`src/rtl/selector_4_1.sv`:
```
// selector_4_1: registered 4-to-1 channel selector.
// On each enabled rising edge the channel picked by {iS1,iS0} is captured
// into oZ along with the select code. oValid tracks the enable of the most
// recent edge. oChg pulses for one cycle when a capture changes oZ.
// Every output comes straight from a flop, so there is no combinational
// path from any input to any output.
module selector_4_1 #(
   parameter int WIDTH = 4
) (
   input  logic             iClk,
   input  logic             iRst_n,
   input  logic             iEn,
   input  logic [WIDTH-1:0] iC0,
   input  logic [WIDTH-1:0] iC1,
   input  logic [WIDTH-1:0] iC2,
   input  logic [WIDTH-1:0] iC3,
   input  logic             iS1,
   input  logic             iS0,
   output logic [WIDTH-1:0] oZ,
   output logic [1:0]       oSel,
   output logic             oValid,
   output logic             oChg
);

   localparam logic [1:0] SEL_C0 = 2'b00;
   localparam logic [1:0] SEL_C1 = 2'b01;
   localparam logic [1:0] SEL_C2 = 2'b10;
   localparam logic [1:0] SEL_C3 = 2'b11;

   logic [1:0]       sel_code;
   logic [WIDTH-1:0] mux_data;

   logic [WIDTH-1:0] z_q,     z_d;
   logic [1:0]       sel_q,   sel_d;
   logic             valid_q, valid_d;
   logic             chg_q,   chg_d;

   assign sel_code = {iS1, iS0};

   // Pick the channel addressed by the select code.
   always_comb begin
      // NOTE: give every always_comb output a default before the branches;
      // a path that leaves a variable unassigned would infer a latch.
      mux_data = iC0;
      case (sel_code)
         SEL_C0:  mux_data = iC0;
         SEL_C1:  mux_data = iC1;
         SEL_C2:  mux_data = iC2;
         SEL_C3:  mux_data = iC3;
         default: mux_data = iC0;
      endcase
   end

   // Work out the next state. Disabled edges hold the data and the select
   // code and clear the change pulse. The change pulse compares the new
   // capture against the value currently held, which is zero after reset.
   always_comb begin
      z_d     = z_q;
      sel_d   = sel_q;
      valid_d = iEn;
      chg_d   = 1'b0;
      if (iEn) begin
         z_d   = mux_data;
         sel_d = sel_code;
         chg_d = (mux_data != z_q);
      end
   end

   // Update the state registers. Reset takes effect at once, without a clock.
   always_ff @(posedge iClk or negedge iRst_n) begin
      if (!iRst_n) begin
         z_q     <= '0;
         sel_q   <= 2'b00;
         valid_q <= 1'b0;
         chg_q   <= 1'b0;
      end else begin
         // NOTE: use non-blocking assignments for flops, so that every
         // register samples values from before the edge whatever the
         // statement order.
         z_q     <= z_d;
         sel_q   <= sel_d;
         valid_q <= valid_d;
         chg_q   <= chg_d;
      end
   end

   assign oZ     = z_q;
   assign oSel   = sel_q;
   assign oValid = valid_q;
   assign oChg   = chg_q;

endmodule

```
`config.mk`:
```
export PLATFORM = sky130hd
export DESIGN_NAME = selector_4_1
export DESIGN_NICKNAME = d
export VERILOG_FILES = /design/src/rtl/selector_4_1.sv
export SDC_FILE = /design/constraint.sdc
export NUM_CORES = 1
export LEC_CHECK = 0
export CAP_MARGIN = 10
export CORE_AREA = 2 2 39 41
export CTS_CLUSTER_SIZE = 20
export DETAILED_ROUTE_END_ITERATION = 6
export DIE_AREA = 0 0 41 43
export GPL_TIMING_DRIVEN = 1
export PLACE_DENSITY = 0.72
export SLEW_MARGIN = 5
export SYNTH_ARGS = -nofsm -noshare
export SYNTH_HDL_FRONTEND = slang
export SYNTH_SLANG_ARGS = --single-unit
```
`constraint.sdc`:
```
create_clock -name iClk -period 1.48 [get_ports iClk]
set_input_delay 0.296 -clock iClk [delete_from_list [all_inputs] [get_ports iClk]]
set_output_delay 0.296 -clock iClk [all_outputs]
set_load 0.05 [all_outputs]
```
# After elaboration in Yosys (flattened, before gate mapping)

Index checks and enable logic that the tools add are counted.

Bits in registers: 8
Latch bits: 0
Bits in writable memories: 0
Memory bits (read-only): 0
Input port bits: 21
Output and inout port bits: 8
Memories kept: 0

$add $sub $neg: 0
$mul: 0
Div/mod/pow operators: 0
Order comparisons: 0
Equality and inequality tests: 4
Shift operators: 0
Mux-type cells: 2
Bitwise operators: 0
Reductions and logical operators: 1

Operators by type and width:

| operator           | count |
|---|---|
| $pmux 4 s4         | 1 |
| $eq 2x2->1 const B | 2 |
| $ne 4x4->1         | 1 |
| $eq 2x1->1 const B | 1 |
| $logic_not 2->1    | 1 |
| $mux 1             | 1 |

# Logic depth before layout (Yosys ltp)

Gate-level depths: netlist of the first run.

Depth after elaboration: 4
Mapped depth: 3
Gate-level depth less buffers: 3

# Worst setup path before layout of the first run

Ideal clock, no wire load.

Path kind: in2reg
Start point: input port iS0
End point: register chg_q, in the netlist oChg
Library setup time: 0.129 ns
Arrival time: 1.345 ns
Required time: 1.351 ns
Path slack: 0.006 ns
Stages on the path: 3
Path buffers: 0
Path through: mux4_2 -> xor2_1 -> o41a_1

Cells in the longest elaborated chain, start to end: 4
Elaborated cells on any way between the ends: 7
Those cells by class: 4 x eq/ne; 2 x mux; 1 x reduce/logical

Ends and longest elaborated chain:

| item                               | RTL line | source |
|---|---|---|
| from (decl)                        | 18       | `input logic iS0,` |
| $eq 2x2->1 (tied with other cells) | 45       | `case (sel_code)` |
| $pmux 4 s4 *                       | 45       |  |
| $ne 4x4->1 *                       | 65       | `chg_d = (mux_data != z_q);` |
| $mux 1 *                           | 62       | `if (iEn) begin` |
| via chg_d                          | 36       | `logic chg_q, chg_d;` |
| to (signal assigned)               | 83       | `chg_q <= chg_d;` |
| to (decl)                          | 36       |  |

The timed path passes the listed nets; every way through them passes the cells marked *.
A chain may end at the register's enable or synchronous reset.

# Worst setup path in the final report of the first run

Start point: input port iC3[1]
End point: register chg_q, in the netlist oChg

Cells in the longest elaborated chain, start to end: 3

Ends and longest elaborated chain:

| item        | RTL line | source |
|---|---|---|
| from (decl) | 16       | `input logic [WIDTH-1:0] iC3,` |
| $pmux 4 s4  | 45       |  |
| $ne 4x4->1  | 65       |  |
| $mux 1      | 62       |  |
| via chg_d   | 36       |  |

The timed path passes the listed nets, and every way through them passes these cells.

==> results of run 1 <==
[stage by stage]
| stage | setup TNS [ns] | hold WS [ns] | util, % |
|---|---|---|---|
| 2_1_floorplan | 0 | 0.000409 | - |
| 3_3_place_gp | -2.41 | 0.569 | 57.5 |
| 3_5_place_dp | -2.47 | 0.570 | 57.5 |
| 4_1_cts | 0 | 0.331 | 57.0 |
| 5_1_grt | 0 | 0.358 | 58.0 |
| 6_report | 0 | 0.333 | 58.0 |
[synthesized netlist by cell type (all sizes together)]
cell type / count / area, um^2
mux4: 4 / 93.8
clkbuf: 1 / 3.75
xor2: 4 / 35.0
mux2: 6 / 67.6
dfrtp: 8 / 200
o41a: 1 / 11.3
[layer usage]
metal | wire [um] | vias to the layer above | part of all wire (%) | track usage, %
met5 | 0 | - | 0 | 0
met1 | 319 | 169 | 34 | 16.2
met3 | 77 | 0 | 8.2 | 5.24
met2 | 548 | 17 | 58 | 22.8
li1 | - | 156 | - | -
met4 | 0 | 0 | 0 | 6.00
[flip-flops by register name, summed over array words and instances, names as in the netlist]
name    flops
oZ          4
oSel        2
oChg        1
oValid      1
[where the power goes]
part	internal [mW]	leakage, nW	switching, mW
combinational	0.181	0.248	0.147
clock	0.0924	0.0138	0.0685
sequential	0.246	0.0936	0.0354
total	0.519	0.355	0.251
[final cells by class]
class	count	share of cell area, %
multi-input cells	15	26.3
flip-flops and latches	8	24.9
well taps	16	2.49
repair buffers	29	43.5
clock buffers	3	2.80
[logic make-up after synthesis]
family,count (synthesis),share of synthesized area [%]
multiplexers,10,39.2
AO/OA/AOI/OAI,1,2.74
XOR/XNOR,4,8.51
buffers and inverters,1,0.911
flip-flops,8,48.6
[worst max path at each step]
stage / start / endpoint / slack, ns / cells after the start
6_report: iC3[1] / oChg / 0.04 / 4
5_1_grt: iS1 / oChg / 0.006 / 4
4_1_cts: iC2[2] / oChg / 0.0002 / 4
3_5_place_dp: iS0 / oChg / -0.73 / 4
3_3_place_gp: iS0 / oChg / -0.69 / 4
2_1_floorplan: iS0 / oChg / 0.006 / 3
[repair_timing]
action	CTS	global route
setup buffers	0	0
setup endpoints to repair	5	1
endpoints found under the hold margin	0	0
pin swaps	2	1
resized for setup	23	7
==> flow_metrics.py, run 1 <==
metrics = {
    "timing": {
        "final_hold_viol_count": 0,
        "setup_violations": 0,
        "fin_crit_ns": 1.44,
        "fin_worst_skew_ns": 0.000656,
        "rsz0062_at_grt": "false",
        "worst_slack_ns": 0.0392,
        "maxSlewViolCount": 0,
        "slew_headroom_pct": 74.9,
        "tightest_slew_ns": 0.375,
        "fmax_mhz": 694,
        "period_share_pct": 97.4,
    },
    "job": {
        "maxCapViolations": 0,
    },
    "global_routing": {
        "antenna_found_initial": 0,
        "overflow": 0,
        "grt.total_usage_pct": 14.3,
        "grt_pass1_wl_um": 1610,
        "grt_pass1_vias": 394,
        "grt_max_degree": 9,
    },
    "drt": {
        "via_count": 342,
        "wirelength_um": 944,
        "viasPerCell": 4.82,
        "wl_per_cell_um": 13.3,
        "drtIter0Drc": 0,
        "postRouteAntennaNets": 0,
        "dr.pass1.iters": 1,
        "drc": 0,
    },
    "yosys": {
        "ys_seq_elements": 8,
        "synth_seq_area_share_pct": 48.6,
        "ys.warnings.count": 0,
        "synth.distinct_cells": 7,
        "netlist_area_um2": 412,
        "syn_inst": 24,
        "syn-num-nets": 45,
        "synth.avg_cell_area_um2": 17.2,
    },
    "finish": {
        "final_area_um2": 803,
        "final_cell_mix": "13 x dlygate4sd2_1, 8 x dfrtp_1, 8 x buf_12",
        "antenna_cells": 0,
        "seq_area_um2": 200,
        "drive_gt1_share_pct": 43.6,
        "final_common_cell": "dlygate4sd2_1",
        "fin_nets": 78,
        "area_growth_syn_to_layout_pct": 95.1,
        "multiInputGateArea_um2": 211,
        "final_cells": 71,
        "fillers": 113,
    },
    "placed_design": {
        "place_ws_ns": -0.725,
        "gp_congestion": 0.691,
        "dp_cells": 68,
        "placed_area_um2": 796,
        "io_buffers": 28,
    },
    "clock_tree": {
        "clkLatencyLatePin_ns": 0.25,
        "ctsHoldBuffers": 0,
        "htree_levels": 1,
        "clk_pin_slew_ns": 0.05,
        "cts_root_buf": "clkbuf_4",
        "cts_buffers": 3,
        "clk_path_buf_depth": 2,
        "cts_tree": "done",
        "clock_sinks": 8,
    },
    "setup_path": {
        "r2r_setup_slack_ns": 0.30,
        "critical_path.max_fanout": 2,
        "r2r_end": "oChg",
        "cp_slowest_stage_delay_ns": 0.48,
        "slowest_stage": "mux4_2",
        "crit_chain": "dlygate4sd2_1 -> mux4_2 -> xor2_1 -> o41a_1",
        "required_ns": 1.60,
        "path_buf_inv": 1,
        "critPathTopFamily": "multiplexers",
        "worstRegToRegCells": 2,
        "crit_arrival_ns": 1.57,
        "worst_r2r_startpoint": "oZ[0]",
        "startpoint_type": "input port",
        "endpoint_kind": "flip-flop",
        "worstSetupPathType": "input port to flip-flop",
    },
    "power_and_ir_drop": {
        "ir_worst_vdd_uv": 480,
        "power_density_nw_per_um2": 959,
        "leakagePower_nw": 0.355,
        "finalPower_mw": 0.770,
    },
    "floorplanning": {
        "io_pins": 29,
        "die_area_um2": 1760,
        "initial_core_util_pct": 29.7,
        "fp.dieW_um": 41,
        "core_area_um2": 1380,
        "rows": 14,
        "die_y_um": 43,
    },
    "min_path": {
        "hold_class": "input port to async pin",
    },
    "run_status": {
        "status": "finished, final reports clean",
    },
}
(Power assumes the default switching activity.)
==> run 2, diff against run 1 <==
CTS_CLUSTER_SIZE = 28   (was 20)
MAX_ROUTING_LAYER = met4   (was not set)
==> flow_metrics.py, run 2 (same netlist as run 1, synthesis figures left out) <==
metrics = {
    "finish": {
        "final_cell_mix": "13 x dlygate4sd2_1, 8 x dfrtp_1, 8 x buf_12",
        "antenna_cells": 0,
        "final_common_cell": "dlygate4sd2_1",
        "fillers": 113,
        "multiInputGateArea_um2": 211,
        "largest_reg_flops": 4,
        "fin_nets": 78,
        "area_growth_syn_to_layout_pct": 95.1,
        "seq_area_um2": 200,
        "drive_gt1_share_pct": 43.6,
    },
    "clock_tree": {
        "clkLatencyLatePin_ns": 0.25,
        "cts_root_buf": "clkbuf_4",
        "clock_sinks": 8,
        "cts_tree": "done",
        "cts_buffers": 3,
        "htree_levels": 1,
        "clk_pin_slew_ns": 0.05,
        "clk_path_buf_depth": 2,
    },
    "drt": {
        "dr.pass1.iters": 1,
        "drtIter0Drc": 0,
        "wl_per_cell_um": 13.3,
        "viasPerCell": 4.82,
        "drc": 0,
        "via_count": 342,
        "wirelength_um": 944,
        "postRouteAntennaNets": 0,
    },
    "timing": {
        "fin_hold_ws_ns": 0.333,
        "tightest_slew_ns": 0.375,
        "fmax_mhz": 694,
        "final_hold_viol_count": 0,
        "maxSlewViolCount": 0,
        "slew_headroom_pct": 74.9,
        "setup_violations": 0,
        "fin_tns_setup_ns": 0,
        "fin_worst_skew_ns": 0.000991,
        "rsz0062_at_grt": "false",
        "fin_crit_ns": 1.44,
        "period_share_pct": 97.4,
    },
    "global_routing": {
        "grt.total_usage_pct": 14.6,
        "grt_max_degree": 9,
        "grt_pass1_vias": 394,
        "overflow": 0,
        "grt_pass1_wl_um": 1610,
        "antenna_found_initial": 0,
    },
    "floorplanning": {
        "io_pins": 29,
        "initial_core_util_pct": 29.7,
        "die_y_um": 43,
        "fp.dieW_um": 41,
        "die_area_um2": 1760,
        "core_area_um2": 1380,
        "rows": 14,
    },
    "setup_path": {
        "required_ns": 1.60,
        "endpoint_kind": "flip-flop",
        "critical_path.max_fanout": 2,
        "startpoint_type": "input port",
        "worstSetupPathType": "input port to flip-flop",
        "crit_arrival_ns": 1.57,
    },
    "power_and_ir_drop": {
        "finalPower_mw": 0.770,
        "leakagePower_nw": 0.355,
        "ir_worst_vdd_uv": 480,
        "power_density_nw_per_um2": 958,
    },
    "placed_design": {
        "gp_congestion": 0.698,
        "io_buffers": 28,
    },
    "min_path": {
        "hold_class": "input port to async pin",
    },
    "run_status": {
        "status": "finished, final reports clean",
    },
    "job": {
        "maxCapViolations": 0,
    },
}
-- run 2: cell counts in the layout (fill, tap and decap cells not counted) --
No cell type changed its count.
-- run 2: area by class of cell --
type                       instances  share of cell area, %
tap                               16                   2.49
sequential                         8                   24.9
timing repair buffer              29                   43.5
clock buffer                       3                   2.80
multi-input combinational         15                   26.3
-- run 2: where the power goes --
part | switching (mW) | internal [mW] | total (mW)
sequential | 0.0354 | 0.246 | 0.281
combinational | 0.147 | 0.181 | 0.328
clock | 0.0682 | 0.0924 | 0.161
total | 0.251 | 0.519 | 0.770
-- run 2: layer usage --
layer  routed length, um  global-route usage, %
met3                  75                   4.71
met4                   0                   6.00
met2                 548                   22.8
met5                   0                      -
met1                 320                   16.6
-- run 2: through the flow --
step	worst slack, ns	cells	cell area [um^2]	util, %
after floorplan	0.00572	24	412	-
after global placement	-0.695	68	796	57.5
after detailed placement	-0.725	68	796	57.5
after CTS	0.000211	71	788	57.0
after global routing	0.00598	71	803	58.0
final	0.0392	71	803	58.0
-- run 2: what timing repair did --
action / CTS / global route
hold buffers: 0 / 0
buffers inserted: 0 / 0
endpoints found under the setup margin: 5 / 1
hold endpoints to repair: 0 / 0
pin swaps: 2 / 1
gates cloned: 0 / 0
resized for setup: 23 / 7
-- run 2: worst max-delay path, cell delays in order --
cell	delay, ns
dlygate4sd2_1	0.23
mux4_2	0.48
xor2_1	0.16
o41a_1	0.40
-- run 2: worst paths after layout --
check                           startpoint  cells past startpoint  slack, ns  endpoint
worst max-delay path                iC3[1]                      4       0.04      oChg
worst min-delay path                iRst_n                      1       0.33   oSel[0]
worst max register to register       oZ[0]                      2       0.30      oChg
worst min register to register     oSel[1]                      1       0.59   oSel[1]
max in group asynchronous           iRst_n                      1       0.88     oZ[3]
min in group iClk                      iS0                      2       0.36   oSel[0]
==> run 3, diff against run 2 <==
SLEW_MARGIN = 30   (was 5)
==> results of run 3 <==
No change in the layout: final DEF, timing and power equal those of run 2.
